`src/rtl/pipe_skid_stage_pkg.sv`:
```
// Shared types and helpers for the pipe_skid_stage pipeline register.
// Build option: define PIPE_SKID_PERF_EN to add the stall/flush performance counters.

`ifndef HOLD_ENABLE
`define HOLD_ENABLE 1'b1
`endif
`ifndef JUMP_ENABLE
`define JUMP_ENABLE 1'b1
`endif
`ifndef RST_ENABLE
`define RST_ENABLE 1'b0
`endif

package pipe_skid_stage_pkg;

  localparam int unsigned OccW = 2;

  // Encoding is {push, pop} so the handshake pair can be cast directly.
  typedef enum logic [1:0] {
    XferNone = 2'b00,
    XferPop  = 2'b01,
    XferPush = 2'b10,
    XferBoth = 2'b11
  } xfer_e;

  typedef enum logic [1:0] {
    CtlRun   = 2'b00,
    CtlHold  = 2'b01,
    CtlFlush = 2'b10
  } ctl_e;

  function automatic logic [OccW-1:0] occ_count(input logic main_v, input logic skid_v);
    return {1'b0, main_v} + {1'b0, skid_v};
  endfunction

endpackage

```
`src/rtl/pipe_skid_stage_if.sv`:
```
// Valid/ready/payload bundle for one side of a pipe_skid_stage.

interface pipe_skid_stage_if #(
  parameter int unsigned DATA_W = 160
);

  logic              valid;
  logic              ready;
  logic [DATA_W-1:0] data;

  modport master (output valid, output data, input ready);
  modport slave  (input valid, input data, output ready);

endinterface

```
`src/rtl/pipe_sat_cnt.sv`:
```
// Saturating up-counter with synchronous clear; clear wins over increment.

module pipe_sat_cnt #(
  parameter int unsigned CNT_W = 16
) (
  input  logic             clk_i,
  input  logic             clr_i,
  input  logic             inc_i,
  output logic [CNT_W-1:0] cnt_o
);

  logic [CNT_W-1:0] cnt_q, cnt_d;

  always_comb begin
    cnt_d = cnt_q;
    if (clr_i) begin
      cnt_d = '0;
    end else if (inc_i && (cnt_q != {CNT_W{1'b1}})) begin
      cnt_d = cnt_q + CNT_W'(1);
    end
  end

  always_ff @(posedge clk_i) begin
    cnt_q <= cnt_d;
  end

  assign cnt_o = cnt_q;

endmodule

```
`src/rtl/pipe_skid_stage.sv`:
```
// Two-entry skid-buffered pipeline register with hold (stall) and jump (flush) controls.
// Build option: PIPE_SKID_PERF_EN adds saturating stall/flush counters; otherwise they read 0.

module pipe_skid_stage
  import pipe_skid_stage_pkg::*;
#(
  parameter int unsigned       DATA_W      = 160,
  parameter logic [DATA_W-1:0] BUBBLE_DATA = {DATA_W{1'b0}},
  parameter int unsigned       CNT_W       = 16
) (
  input  logic                    clk_100MHz,
  input  logic                    arst_n,
  input  logic                    hold_ena_i,
  input  logic                    jump_ena_i,
  pipe_skid_stage_if.slave        in_if,
  pipe_skid_stage_if.master       out_if,
  output logic [OccW-1:0]         occ_o,
  output logic [CNT_W-1:0]        stall_cnt_o,
  output logic [CNT_W-1:0]        flush_cnt_o
);

  logic rst, hold, jump;
  logic in_ready, out_valid, push, pop;
  ctl_e  ctl;
  xfer_e xfer;

  logic [DATA_W-1:0] main_q, main_d, skid_q, skid_d;
  logic              main_v_q, main_v_d, skid_v_q, skid_v_d;

  assign rst  = (arst_n == `RST_ENABLE);
  assign hold = (hold_ena_i == `HOLD_ENABLE);
  assign jump = (jump_ena_i == `JUMP_ENABLE);

  // Jump outranks hold so a redirect issued during a stall is never lost.
  always_comb begin
    ctl = CtlRun;
    if (jump) begin
      ctl = CtlFlush;
    end else if (hold) begin
      ctl = CtlHold;
    end
  end

  assign in_ready  = !skid_v_q && !hold && !jump;
  assign out_valid = main_v_q && !hold && !jump;
  assign push      = in_if.valid && in_ready;
  assign pop       = out_valid && out_if.ready;
  assign xfer      = xfer_e'({push, pop});

  always_comb begin
    main_d   = main_q;
    skid_d   = skid_q;
    main_v_d = main_v_q;
    skid_v_d = skid_v_q;
    unique case (ctl)
      CtlFlush: begin
        main_d   = BUBBLE_DATA;
        skid_d   = BUBBLE_DATA;
        main_v_d = 1'b0;
        skid_v_d = 1'b0;
      end
      CtlHold: begin
      end
      CtlRun: begin
        unique case (xfer)
          XferPush: begin
            if (!main_v_q) begin
              main_d   = in_if.data;
              main_v_d = 1'b1;
            end else begin
              skid_d   = in_if.data;
              skid_v_d = 1'b1;
            end
          end
          XferPop: begin
            // Vacated skid data is left in place; only its valid bit drops.
            main_d   = skid_q;
            main_v_d = skid_v_q;
            skid_v_d = 1'b0;
          end
          XferBoth: begin
            if (skid_v_q) begin
              main_d = skid_q;
              skid_d = in_if.data;
            end else begin
              main_d = in_if.data;
            end
          end
          XferNone: begin
          end
          default: begin
          end
        endcase
      end
      default: begin
      end
    endcase
  end

  always_ff @(posedge clk_100MHz) begin
    if (rst) begin
      main_q   <= BUBBLE_DATA;
      skid_q   <= BUBBLE_DATA;
      main_v_q <= 1'b0;
      skid_v_q <= 1'b0;
    end else begin
      main_q   <= main_d;
      skid_q   <= skid_d;
      main_v_q <= main_v_d;
      skid_v_q <= skid_v_d;
    end
  end

  assign in_if.ready  = in_ready;
  assign out_if.valid = out_valid;
  assign out_if.data  = main_q;
  assign occ_o        = occ_count(main_v_q, skid_v_q);

`ifdef PIPE_SKID_PERF_EN
  logic stall_inc, flush_inc;

  assign stall_inc = main_v_q && !out_if.ready && !hold && !jump;
  assign flush_inc = jump && (occ_o != '0);

  pipe_sat_cnt #(
    .CNT_W(CNT_W)
  ) u_stall_cnt (
    .clk_i(clk_100MHz),
    .clr_i(rst),
    .inc_i(stall_inc),
    .cnt_o(stall_cnt_o)
  );

  pipe_sat_cnt #(
    .CNT_W(CNT_W)
  ) u_flush_cnt (
    .clk_i(clk_100MHz),
    .clr_i(rst),
    .inc_i(flush_inc),
    .cnt_o(flush_cnt_o)
  );
`else
  assign stall_cnt_o = '0;
  assign flush_cnt_o = '0;
`endif

endmodule

```
`src/flat_wrapper.sv`:
```
// flat-port wrapper written by rule: the top's interface ports become plain ports
module pipe_skid_stage_flat import pipe_skid_stage_pkg::*;
#(
  parameter int unsigned       DATA_W      = 160,
  parameter logic [DATA_W-1:0] BUBBLE_DATA = {DATA_W{1'b0}},
  parameter int unsigned       CNT_W       = 16
)
  (clk_100MHz, arst_n, hold_ena_i, jump_ena_i, occ_o, stall_cnt_o, flush_cnt_o, in_if_valid, in_if_data, in_if_ready, out_if_valid, out_if_data, out_if_ready);
  pipe_skid_stage_if #(.DATA_W(DATA_W)) in_if_i ();
  pipe_skid_stage_if #(.DATA_W(DATA_W)) out_if_i ();
  input  logic clk_100MHz;
  input  logic arst_n;
  input  logic hold_ena_i;
  input  logic jump_ena_i;
  output logic [OccW-1:0] occ_o;
  output logic [CNT_W-1:0] stall_cnt_o;
  output logic [CNT_W-1:0] flush_cnt_o;
  input wire logic [$bits(in_if_i.valid)-1:0] in_if_valid;
  input wire logic [$bits(in_if_i.data)-1:0] in_if_data;
  output wire logic [$bits(in_if_i.ready)-1:0] in_if_ready;
  output wire logic [$bits(out_if_i.valid)-1:0] out_if_valid;
  output wire logic [$bits(out_if_i.data)-1:0] out_if_data;
  input wire logic [$bits(out_if_i.ready)-1:0] out_if_ready;
  assign in_if_i.valid = in_if_valid;
  assign in_if_i.data = in_if_data;
  assign in_if_ready = in_if_i.ready;
  assign out_if_valid = out_if_i.valid;
  assign out_if_data = out_if_i.data;
  assign out_if_i.ready = out_if_ready;
  pipe_skid_stage #(.DATA_W(DATA_W), .BUBBLE_DATA(BUBBLE_DATA), .CNT_W(CNT_W)) u_core (.clk_100MHz(clk_100MHz), .arst_n(arst_n), .hold_ena_i(hold_ena_i), .jump_ena_i(jump_ena_i), .in_if(in_if_i), .out_if(out_if_i), .occ_o(occ_o), .stall_cnt_o(stall_cnt_o), .flush_cnt_o(flush_cnt_o));
endmodule
```
`config.mk`:
```
export PLATFORM = sky130hd
export DESIGN_NAME = pipe_skid_stage_flat
export DESIGN_NICKNAME = d
export VERILOG_FILES = /design/src/rtl/pipe_skid_stage_pkg.sv /design/src/rtl/pipe_skid_stage_if.sv /design/src/rtl/pipe_sat_cnt.sv /design/src/rtl/pipe_skid_stage.sv /design/src/flat_wrapper.sv
export SDC_FILE = /design/constraint.sdc
export NUM_CORES = 1
export LEC_CHECK = 0
export BUFFER_PORTS_ARGS = -buffer_cell sky130_fd_sc_hd__buf_2
export CAP_MARGIN = 20
export CORE_ASPECT_RATIO = 1.25
export CORE_MARGIN = 1.5
export CORE_UTILIZATION = 52
export DETAILED_ROUTE_END_ITERATION = 6
export PLACE_DENSITY = 0.77
export SYNTH_ARGS = -nofsm -noshare
export SYNTH_HDL_FRONTEND = slang
export SYNTH_HIERARCHICAL = 1
export SYNTH_SLANG_ARGS = --single-unit
export TNS_END_PERCENT = 1
```
`constraint.sdc`:
```
create_clock -name clk_100MHz -period 2.6 [get_ports clk_100MHz]
set_input_delay 0.26 -clock clk_100MHz [delete_from_list [all_inputs] [get_ports clk_100MHz]]
set_output_delay 0.26 -clock clk_100MHz [all_outputs]
set_load 0.01 [all_outputs]
```
### Word-level counts from Yosys, hierarchy flattened

Cells that the tools add are included.

| word-level totals | value |
|---|---|
| register bits after elaboration | 322 |
| bits of input ports | 166 |
| output and inout port bits | 196 |
| word-level logic and storage cells | 45 |

| operators by class | value |
|---|---|
| $add $sub $neg | 1 |
| equality and inequality tests | 10 |
| multiplexer cells | 15 |
| reduce and logical (&&, ||, !) cells | 15 |

Operator list:

| kind | number |
|---|---|
| $pmux W160 S2 | 3 |
| $mux W160 | 4 |
| $pmux W160 S3 | 1 |
| $ne A3 B2 Y1 const B | 3 |
| $pmux W1 S2 | 4 |
| $eq A2 B2 Y1 const B | 3 |
| $logic_and A1 B1 Y1 | 6 |
| $ne A3 B3 Y1 const B | 2 |
| $reduce_and A3 Y1 | 2 |
| $ne A4 B3 Y1 const B | 1 |
| $reduce_and A4 Y1 | 1 |
| $logic_not A1 Y1 | 3 |
| $add A1 B1 Y2 | 1 |
| $eq A2 B1 Y1 const B | 1 |
| $logic_not A2 Y1 | 1 |
| $mux W1 | 2 |
| $mux W2 | 1 |
| $reduce_and A2 Y1 | 1 |
| $reduce_bool A2 Y1 | 1 |

### Logic depth before layout (Yosys ltp)

Gate-level depths: netlist of the first run.

| depth | value |
|---|---|
| depth in word-level cells | 7 |
| gate-level depth with buffers | 12 |
| depth with buffers taken out | 8 |

### Worst setup path before layout of the first run

Ideal clock, no wire load.

| timing | value |
|---|---|
| path type | input port to flip-flop |
| from | input port hold_ena_i |
| to | register u_core.skid_q[100] |
| library setup time | 0.070 ns |
| arrival time | 2.402 ns |
| data required time | 2.530 ns |
| setup slack | 0.128 ns |
| stages | 12 |
| buffers on the path | 4 |
| cells stage by stage | buf_2 > nor3_1 > nand2_1 > inv_1 > ha_1 > nor2b_1 > o41a_1 > clkbuf_1 > clkbuf_1 > buf_2 > nand2_1 > a21boi_1 |

| between the ends | value |
|---|---|
| word-level cells in the longest chain between the ends | 7 |
| elaborated cells between the ends (all ways) | 20 |

RTL lines:

| element | RTL line | source |
|---|---|---|
| start: declaration | flat_wrapper.sv:13 | `input logic hold_ena_i;` |
| $logic_not A1 Y1 * | pipe_skid_stage.sv:44 | `assign in_ready = !skid_v_q && !hold && !jump;` |
| $logic_and A1 B1 Y1 * (2 in a row) | pipe_skid_stage.sv:44 |  |
| named net in_if_ready | flat_wrapper.sv:20 | `output wire logic [$bits(in_if_i.ready)-1:0] in_if_ready;` |
| $logic_and A1 B1 Y1 * | pipe_skid_stage.sv:46 | `assign push = in_if.valid && in_ready;` |
| $eq A2 B2 Y1 | pipe_skid_stage.sv:65 | `unique case (xfer)` |
| $pmux W160 S2 / $ne A3 B2 Y1 (equally long branches) | -- |  |
| $pmux W160 S2 / $reduce_and A4 Y1 (equally long branches) | -- |  |
| end signal: assignment | pipe_skid_stage.sv:108 | `skid_q <= skid_d;` |
| end: declaration | pipe_skid_stage.sv:27 | `logic [DATA_W-1:0] main_q, main_d, skid_q, skid_d;` |

Mark *: on every way through the listed nets, which the timed path passes. The rest lies on a longest branch.
A chain may end at the register's enable or synchronous reset.

### Worst setup path in the final report of the first run

| timing | value |
|---|---|
| from | register u_core.skid_v_q |
| to | register u_core.skid_q[43] |

| between the ends | value |
|---|---|
| word-level cells in the longest chain between the ends | 7 |
| elaborated cells between the ends (all ways) | 12 |

RTL lines:

| element | RTL line | source |
|---|---|---|
| start: declaration | pipe_skid_stage.sv:28 | `logic main_v_q, main_v_d, skid_v_q, skid_v_d;` |
| start signal: assignment | pipe_skid_stage.sv:110 | `skid_v_q <= skid_v_d;` |
| $logic_not A1 Y1 | pipe_skid_stage.sv:44 |  |
| $logic_and A1 B1 Y1 (2 in a row) | pipe_skid_stage.sv:44 |  |
| $logic_and A1 B1 Y1 | pipe_skid_stage.sv:46 |  |
| $eq A2 B2 Y1 | pipe_skid_stage.sv:65 |  |
| $pmux W160 S2 / $ne A3 B2 Y1 (equally long branches) | -- |  |
| $pmux W160 S2 / $reduce_and A4 Y1 (equally long branches) | -- |  |

Several ways; a longest one is shown, not always the timed one.

==> results.sh, run 1 <==
export IMPL_status="finished, final reports clean"
export IMPL_avgSynthCellArea_um2=9.56
export IMPL_gp_congestion=0.755
export IMPL_drt_iter0_markers=1049
export IMPL_grt_pass1_vias=11800
export IMPL_via_per_inst=5.93
export IMPL_area_growth_pct=33.2
export IMPL_drive_gt1_share_pct=23.4
export IMPL_tightest_slew_ps=857
export IMPL_start_kind="flip-flop"
export IMPL_cp_num_buf_inv=2
export IMPL_hold_depth=3
export IMPL_die_w_um=143
export IMPL_port_buffers=329
export IMPL_finalWirelength_um=39300
export IMPL_crit_cells=9
export IMPL_grtUsageMet2_pct=49.4
export IMPL_num_rows=63
export IMPL_relSlewSlack_pct=42.9
export IMPL_maxCapViolations=0
export IMPL_path_cells="nor3_1 > nand2_1 > inv_1 > ha_1 > nor2b_1 > o41a_4 > buf_12 > nand2_1 > a21boi_0"
export IMPL_crit_required_ps=3050
export IMPL_criticalPathCategory="flip-flop to flip-flop"
export IMPL_finalCriticalPeriod_ps=2430
export IMPL_r2r_start="u_core/skid_v_q$_SDFFE_PN0P_"
export IMPL_r2r_slack_ps=170
export IMPL_grt_busiest_layer="met2"
export IMPL_hold_class="input port to flip-flop"
export IMPL_skew_ps=11.9
export IMPL_peakVddDrop_v=0.000486
export IMPL_cts_buffers=30
export IMPL_min_from="in_if_data[16]"
export IMPL_clock_sinks=322
export IMPL_rsz0062_at_grt="false"
export IMPL_p_leak_uw=0.00684
export IMPL_drc=0
export IMPL_cp_common_cell="nand2_1"
export IMPL_finalCritPeriodShare_pct=93.7
export IMPL_power_uw=10400
export IMPL_fin_tns_setup_ps=0
export IMPL_ys_seq_area_share_pct=50.6
export IMPL_ys_types=28
export IMPL_cp_slowest_cell="dfxtp_1"
export IMPL_cp_startpoint="u_core/skid_v_q$_SDFFE_PN0P_"
export IMPL_antenna_found_initial=2
export IMPL_grt_overflow_total=0
export IMPL_yosysWarnings=6
export IMPL_nFillCells=1741
export IMPL_synth_area_um2=12700
export IMPL_initial_core_util_pct=53.3
export IMPL_reg2regPathDepth=9
export IMPL_grt_max_degree=163
export IMPL_slew_viol_final=0
export IMPL_dpl_hpwl_um=20700
export IMPL_ant_nets=0
export IMPL_cts_buffer_depth=3
export IMPL_report_final_setup_viol=0
export IMPL_end_kind="flip-flop"
export IMPL_clk_latency_ps=540
export IMPL_crit_family="simple AND/OR/NAND/NOR gates"
export IMPL_cp_endpoint="u_core/skid_q[43]$_SDFFE_PN0P_"
export IMPL_tritoncts="done"
export IMPL_synth_seq_cells=322
export IMPL_drt_pass1_iter_count=6
export IMPL_crit_path_max_fanout=77
export IMPL_clk_root_buffer_cell="clkbuf_16"
export IMPL_core_um2=23900
export IMPL_final_common_cell="buf_2"
export IMPL_htreeDepth=1
export IMPL_num_vias=12200
export IMPL_syn_instance_count=1331
export IMPL_post_drt_wl_per_cell_um=19.0
export IMPL_nets=1888
export IMPL_grtUsageMet3_pct=5.94
export IMPL_fp_dieH_um=178
export IMPL_hold_viol=0
export IMPL_crit_arrival_ps=2880
export IMPL_r2r_end="u_core/skid_q[43]$_SDFFE_PN0P_"
export IMPL_antenna_cells=0
export IMPL_p_per_area_nw_per_um2=612
export IMPL_clk_pin_slew_ps=70
export IMPL_whs_ps=7.01
export IMPL_fmax_mhz=411
export IMPL_groute_usage_overall_pct=29.3
export IMPL_layout_common_cells="328 x buf_2, 322 x dfxtp_1, 163 x nand2_1"
export IMPL_grt_first_pass_wirelength_um=60800
export IMPL_cpPeakStageDelay_ps=320
export IMPL_die_area_um2=25400
export IMPL_grt_use_met1_pct=36.1
export IMPL_num_io_pins=362
[what timing repair did]
action | 4_1_cts | 5_1_grt
resized for setup | 0 | 2
hold endpoints to repair | 143 | 0
setup buffers | 0 | 0
hold buffers | 143 | 0
endpoints found under the setup margin | 0 | 52
[synth_stat cells, drive strengths merged]
library cell  number  area [um^2]
a21boi           160         1200
a21oi              2         10.0
a221oi             1         8.76
a22oi            160         1200
and2               1         6.26
buf               80          483
clkbuf            92          345
conb               1         3.75
dfxtp            322         6450
ha                 4         50.1
inv                5         18.8
nand2            163          612
nand3            161          806
nor2               7         33.8
nor2b              3         18.8
nor3               2         10.0
nor3b              1         7.51
o2111ai            1         8.76
o21ai              2         10.0
o21bai             1         7.51
o2bb2ai          160         1400
o41a               1         11.3
o41ai              1         27.5
[where the power goes]
group | internal, uW | switching [uW]
clock network | 2530 | 1830
registers | 5020 | 47.2
logic | 453 | 509
total | 8000 | 2390
[worst reg2reg max path, stage by stage, from the launching register on]
cell	delay (ps)
dfxtp_1	320
nor3_1	260
nand2_1	120
inv_1	90
ha_1	180
nor2b_1	310
o41a_4	320
buf_12	320
nand2_1	190
a21boi_0	230
[flip-flops by register name, indices dropped and copies added (netlist names)]
name and flops:
u_core/out_if.data 160, u_core/skid_q 160, u_core/main_v_q 1, u_core/skid_v_q 1
[worst min-delay path by stage]
stage                     slack [ps]                                 end
after CTS                        0.8      u_core/skid_q[18]$_SDFFE_PN0P_
after floorplan                  410     u_core/skid_q[100]$_SDFFE_PN0P_
after global routing               4      u_core/skid_q[39]$_SDFFE_PN0P_
final                              7      u_core/skid_q[16]$_SDFFE_PN0P_
after global placement           440     u_core/skid_q[143]$_SDFFE_PN0P_
after detailed placement         440  u_core/out_if.data[8]$_SDFFE_PN0P_
[per-layer routing]
layer	vias up	wire (um)
met4	2	1550
met2	657	19400
li1	5602	-
met3	122	3030
met1	5847	15300
met5	-	12
[cells by family after synthesis]
kind of cell    Yosys count  synth area share, %
simple gates            338                 11.7
flops                   322                 50.6
compound gates          489                 30.5
buf+inv                 177                 6.65
other cells               1               0.0295
fa+ha+maj                 4                0.393
[per-stage QoR]
stage          worst slack (ps)  utilization, %  instance area (um^2)  instances
5_1_grt                    67.8            71.0                 17000       2064
3_3_place_gp                189            60.9                 14500       1868
6_report                    165            71.0                 17000       2064
3_5_place_dp               81.4            60.9                 14500       1868
4_1_cts                    49.4            71.0                 16900       2064
2_1_floorplan               128               -                 12800       1362
[area by class of cell]
cell class	instances	area, um^2	area share (%)
sequential	322	6450	38.0
multi-input combinational	863	5610	33.1
timing repair buffer	496	3500	20.6
clock buffer	48	930	5.48
tap	325	407	2.40
clock inverter	5	50.0	0.295
inverter	5	18.8	0.111
Power figures use the tool's default switching activity.
==> run 2, diff against run 1 <==
--- a/config.mk
+++ b/config.mk
@@ -5,7 +5,7 @@
 export SDC_FILE = /design/constraint.sdc
 export NUM_CORES = 1
 export LEC_CHECK = 0
-export BUFFER_PORTS_ARGS = -buffer_cell sky130_fd_sc_hd__buf_2
+export BUFFER_PORTS_ARGS = -buffer_cell sky130_fd_sc_hd__buf_4
 export CAP_MARGIN = 20
 export CORE_ASPECT_RATIO = 1.25
 export CORE_MARGIN = 1.5
==> run 2 against run 1 <==
  * Die area is the same
  * Core utilization grew 3.1 points
  * Highest routed layer is now met4
  * Global-route usage shrank 0.20 points
  * Critical path type unchanged
  * Clock skew grew 5.8 ps
  * Largest cell class unchanged
==> results.sh, run 2 (synthesized netlist as in run 1, its figures left out) <==
export IMPL_drt_iter0_markers=927
export IMPL_start_kind="flip-flop"
export IMPL_finalCritPeriodShare_pct=91.9
export IMPL_num_vias=12100
export IMPL_num_rows=63
export IMPL_grt_overflow_total=0
export IMPL_nets=1882
export IMPL_grt_first_pass_wirelength_um=60300
export IMPL_finalWirelength_um=38900
export IMPL_die_area_um2=25400
export IMPL_groute_usage_overall_pct=29.1
export IMPL_cts_buffers=31
export IMPL_ant_nets=0
export IMPL_num_io_pins=362
export IMPL_drt_pass1_iter_count=5
export IMPL_dpl_hpwl_um=21200
export IMPL_drive_gt1_share_pct=23.8
export IMPL_initial_core_util_pct=53.3
export IMPL_area_growth_pct=39.1
export IMPL_final_common_cell="buf_4"
export IMPL_report_final_setup_viol=0
export IMPL_gp_congestion=0.771
export IMPL_clk_latency_ps=550
export IMPL_grt_pass1_vias=11600
export IMPL_via_per_inst=5.85
export IMPL_criticalPathCategory="flip-flop to flip-flop"
export IMPL_die_w_um=143
export IMPL_power_uw=10500
export IMPL_relSlewSlack_pct=38.1
export IMPL_clock_sinks=322
export IMPL_finalWorstSetupSlack_ps=211
export IMPL_antenna_found_initial=3
export IMPL_grt_max_degree=163
export IMPL_post_drt_wl_per_cell_um=18.9
export IMPL_clk_root_buffer_cell="clkbuf_16"
export IMPL_hold_viol=0
export IMPL_crit_path_max_fanout=58
export IMPL_drc=0
export IMPL_tritoncts="done"
export IMPL_crit_arrival_ps=2860
export IMPL_r2r_slack_ps=210
export IMPL_status="finished, final reports clean"
export IMPL_end_kind="flip-flop"
export IMPL_maxCapViolations=0
export IMPL_p_per_area_nw_per_um2=591
export IMPL_port_buffers=329
export IMPL_tightest_slew_ps=929
export IMPL_core_um2=23900
export IMPL_skew_ps=17.7
export IMPL_cts_buffer_depth=3
export IMPL_rsz0062_at_grt="false"
export IMPL_finalCriticalPeriod_ps=2390
export IMPL_fmax_mhz=419
export IMPL_slew_viol_final=0
export IMPL_pre_cts_ws_ps=103
export IMPL_p_leak_uw=0.00691
export IMPL_hold_class="input port to flip-flop"
export IMPL_htreeDepth=1
export IMPL_fin_tns_setup_ps=0
export IMPL_fp_dieH_um=178
export IMPL_layout_common_cells="336 x buf_4, 322 x dfxtp_1, 163 x nand2_1"
export IMPL_clk_pin_slew_ps=60
export IMPL_crit_required_ps=3070
export IMPL_whs_ps=13.8
export IMPL_peakVddDrop_v=0.000493
==> run 2: cell type report <==
cell class / instances / area (um^2)
inverters: 5 / 18.8
fillers: 1691 / 6180
flip-flops and latches: 322 / 6450
well taps: 325 / 407
multi-input cells: 863 / 5620
clock inverters: 10 / 109
clock buffers: 43 / 871
repair buffers: 489 / 4230
diodes: 3 / 7.51
==> run 2: where the power goes <==
| group | total [uW] | leakage [uW] | switching [uW] | internal (uW) |
|---|---|---|---|---|
| logic | 1040 | 0.00383 | 511 | 527 |
| clock network | 4360 | 0.000478 | 1840 | 2520 |
| registers | 5070 | 0.00260 | 47.6 | 5020 |
| total | 10500 | 0.00691 | 2400 | 8060 |
==> run 2: timing repair <==
action | CTS | global route
endpoints found under the setup margin | 0 | 231
buffers inserted | 0 | 2
hold buffers | 135 | 0
resized for setup | 0 | 7
hold endpoints to repair | 138 | 0
==> run 2: through the flow <==
stage	instances	utilization [%]	instance area, um^2
floorplan	1362	-	12800
global placement	1866	64.1	15300
detailed placement	1866	64.1	15300
CTS	2054	73.9	17600
global route	2059	74.1	17700
finish	2060	74.1	17700
==> run 2: worst paths after layout <==
kind,startpoint,cells past startpoint,endpoint
hold / removal,in_if_data[110],3,u_core/skid_q[110]$_SDFFE_PN0P_
setup / recovery,u_core/skid_v_q$_SDFFE_PN0P_,10,u_core/skid_q[61]$_SDFFE_PN0P_
hold reg to reg,u_core/skid_q[107]$_SDFFE_PN0P_,2,u_core/skid_q[107]$_SDFFE_PN0P_
setup reg to reg,u_core/skid_v_q$_SDFFE_PN0P_,10,u_core/skid_q[61]$_SDFFE_PN0P_
==> run 2: worst max-delay path, stage by stage, from the launching register on <==
cell and delay, ps:
dfxtp_1 320, nor3_2 210, nand2_1 110, inv_1 90, ha_2 250, nor2_1 100
o41ai_4 380, buf_4 180, buf_12 250, nand3_1 150, a21boi_1 220
==> run 2: metal layers <==
| metal | global-route usage (%) | vias up | share of wire [%] |
|---|---|---|---|
| met3 | 5.32 | 114 | 7.4 |
| met5 | 0 | - | 0 |
| met4 | 14.8 | 0 | 4.7 |
| li1 | - | 5583 | - |
| met2 | 47.0 | 584 | 48 |
| met1 | 37.3 | 5770 | 40 |
==> run 3, diff against run 2 <==
--- a/config.mk
+++ b/config.mk
@@ -10,8 +10,9 @@
 export CORE_ASPECT_RATIO = 1.25
 export CORE_MARGIN = 1.5
 export CORE_UTILIZATION = 52
+export CTS_BUF_LIST = sky130_fd_sc_hd__clkbuf_16
 export DETAILED_ROUTE_END_ITERATION = 6
-export PLACE_DENSITY = 0.77
+export PLACE_DENSITY = 0.8
 export SYNTH_ARGS = -nofsm -noshare
 export SYNTH_HDL_FRONTEND = slang
 export SYNTH_HIERARCHICAL = 1
==> run 3 against run 2 <==
  * The run now ends with DRC left
  * Worst setup slack lost 95 ps
  * Final area grew 0.54%
  * Final cell count grew 0.63%
  * Fmax shrank 3.8%
  * Global-route usage grew 1.5 points
  * Via count grew 2.1%
  * Clock skew shrank 8.2 ps
  * Total power shrank 3.8%
  * Clock-buffer cell count shrank 12
  * Register-to-register slack lost 90 ps
  * Die area is the same
  * Wire length grew 6.2%
  * Critical endpoint is now u_core/skid_q[24]$_SDFFE_PN0P_
==> results.sh, run 3 (synthesized netlist as in run 1, its figures left out) <==
export IMPL_die_w_um=143
export IMPL_peakVddDrop_v=0.000485
export IMPL_port_buffers=329
export IMPL_finalNonFillerCells=2073
export IMPL_die_area_um2=25400
export IMPL_status="finished with violations"
export IMPL_finalCriticalPeriod_ps=2480
export IMPL_cp_slowest_cell="buf_12"
export IMPL_hold_viol=0
export IMPL_relSlewSlack_pct=31.9
export IMPL_htreeDepth=1
export IMPL_clk_latency_ps=550
export IMPL_rsz0062_at_grt="true"
export IMPL_crit_required_ps=3060
export IMPL_drc=8
export IMPL_drt_pass1_iter_count=7
export IMPL_finalCritPeriodShare_pct=95.6
export IMPL_p_leak_uw=0.00702
export IMPL_post_drt_wl_per_cell_um=19.9
export IMPL_num_rows=63
export IMPL_grt_overflow_total=0
export IMPL_ant_nets=0
export IMPL_tightest_slew_ps=1020
export IMPL_area_growth_pct=39.9
export IMPL_nets=1900
export IMPL_gp_congestion=0.805
export IMPL_finalWirelength_um=41300
export IMPL_antenna_found_initial=1
export IMPL_p_per_area_nw_per_um2=566
export IMPL_crit_path_max_fanout=86
export IMPL_grt_pass1_vias=12100
export IMPL_final_area_um2=17800
export IMPL_place_area_um2=15400
export IMPL_slew_viol_final=0
export IMPL_skew_ps=9.51
export IMPL_core_um2=23900
export IMPL_start_kind="flip-flop"
export IMPL_cts_setup_buffers=0
export IMPL_crit_cells=10
export IMPL_criticalPathCategory="flip-flop to flip-flop"
export IMPL_cpPeakStageDelay_ps=350
export IMPL_num_io_pins=362
export IMPL_maxCapViolations=0
export IMPL_dp_cells=1878
export IMPL_report_final_setup_viol=0
export IMPL_violations="DRC"
export IMPL_crit_arrival_ps=2950
export IMPL_clk_pin_slew_ps=70
export IMPL_cp_num_buf_inv=3
export IMPL_clock_sinks=322
export IMPL_cts_buffers=30
export IMPL_drive_gt1_share_pct=23.3
export IMPL_reg2regPathDepth=10
export IMPL_crit_family="simple AND/OR/NAND/NOR gates"
export IMPL_via_per_inst=5.93
export IMPL_fmax_mhz=403
export IMPL_clk_root_buffer_cell="clkbuf_16"
export IMPL_end_kind="flip-flop"
export IMPL_dpl_hpwl_um=22700
export IMPL_fp_dieH_um=178
export IMPL_drt_iter0_markers=922
export IMPL_num_vias=12300
export IMPL_groute_usage_overall_pct=30.7
export IMPL_hold_class="input port to flip-flop"
export IMPL_fin_tns_setup_ps=0
export IMPL_grt_first_pass_wirelength_um=63100
export IMPL_layout_common_cells="343 x buf_4, 322 x dfxtp_1, 163 x nand2_1"
export IMPL_tritoncts="done"
export IMPL_grt_max_degree=107
export IMPL_hold_depth=3
export IMPL_initial_core_util_pct=53.3
export IMPL_path_cells="nor3_1 > nand2_1 > inv_1 > ha_1 > buf_4 > nor2_1 > o41ai_4 > buf_12 > nand3_1 > a21boi_0"
export IMPL_cts_buffer_depth=3
export IMPL_final_common_cell="buf_4"
run 3: cell count changes in the layout (fill, tap and decap cells not counted), moves of 2 or more:
cell	delta
clkinvlp_4	-2
clkbuf_8	-5
ha_2	-2
ha_1	+2
diode_2	-2
buf_12	+3
dlygate4sd3_1	+8
buf_4	+7
clkinv_1	+5
clkinv_2	-5
clkbuf_1	-7
bufinv_16	-2
inv_1	+12
run 3: worst paths after layout:
kind	from	end	slack, ps
hold / removal	in_if_data[74]	u_core/skid_q[74]$_SDFFE_PN0P_	9
setup reg to reg	u_core/skid_v_q$_SDFFE_PN0P_	u_core/skid_q[24]$_SDFFE_PN0P_	120
hold reg to reg	u_core/skid_q[145]$_SDFFE_PN0P_	u_core/skid_q[145]$_SDFFE_PN0P_	450
setup / recovery	u_core/skid_v_q$_SDFFE_PN0P_	u_core/skid_q[24]$_SDFFE_PN0P_	120
run 3: final cells by class:
class | instances | area [um^2]
Sequential cell | 322 | 6450
Fill cell | 1653 | 6080
Multi-Input combinational cell | 863 | 5610
Timing Repair Buffer | 508 | 4460
Clock buffer | 31 | 776
Tap cell | 325 | 407
Clock inverter | 18 | 72.6
Inverter | 5 | 18.8
Antenna cell | 1 | 2.50
run 3: routing by layer:
layer	share of wire (%)	vias to the layer above	track usage (%)
met2	50	686	51.8
met5	0	-	0
li1	-	5625	-
met4	4.8	0	16.3
met1	38	5845	37.1
met3	7.2	144	5.26
run 3: report_power, final:
part           internal, uW  total (uW)  switching, uW
Sequential             5020        5070           48.9
Combinational           543        1070            531
Clock                  2120        3930           1810
Total                  7680       10100           2390
run 3: repair_timing:
item | in CTS | in global routing
resized for setup | 0 | 4
endpoints found under the hold margin | 142 | 1
endpoints found under the setup margin | 0 | 208
hold buffers | 142 | 1
run 3: stage by stage:
step / total power (uW) / setup WS (ps) / utilization [%] / hold slack, ps
2_1_floorplan: 5630 / 128 / - / 411
3_3_place_gp: 6010 / 74.8 / 64.7 / 435
3_5_place_dp: 6030 / 45.7 / 64.7 / 441
4_1_cts: 10100 / 157 / 74.2 / 0.118
5_1_grt: 10400 / -45.0 / 74.5 / 4.52
6_report: 10100 / 116 / 74.5 / 8.68
run 3: worst register-to-register path, delay by kind of cell (launching register included):
family                   cells  cell delay, ps
adder cells (fa/ha/maj)      1             190
flip-flops                   1             310
buffers and inverters        3             580
AO/OA/AOI/OAI                2             560
AND/OR/NAND/NOR              4             730
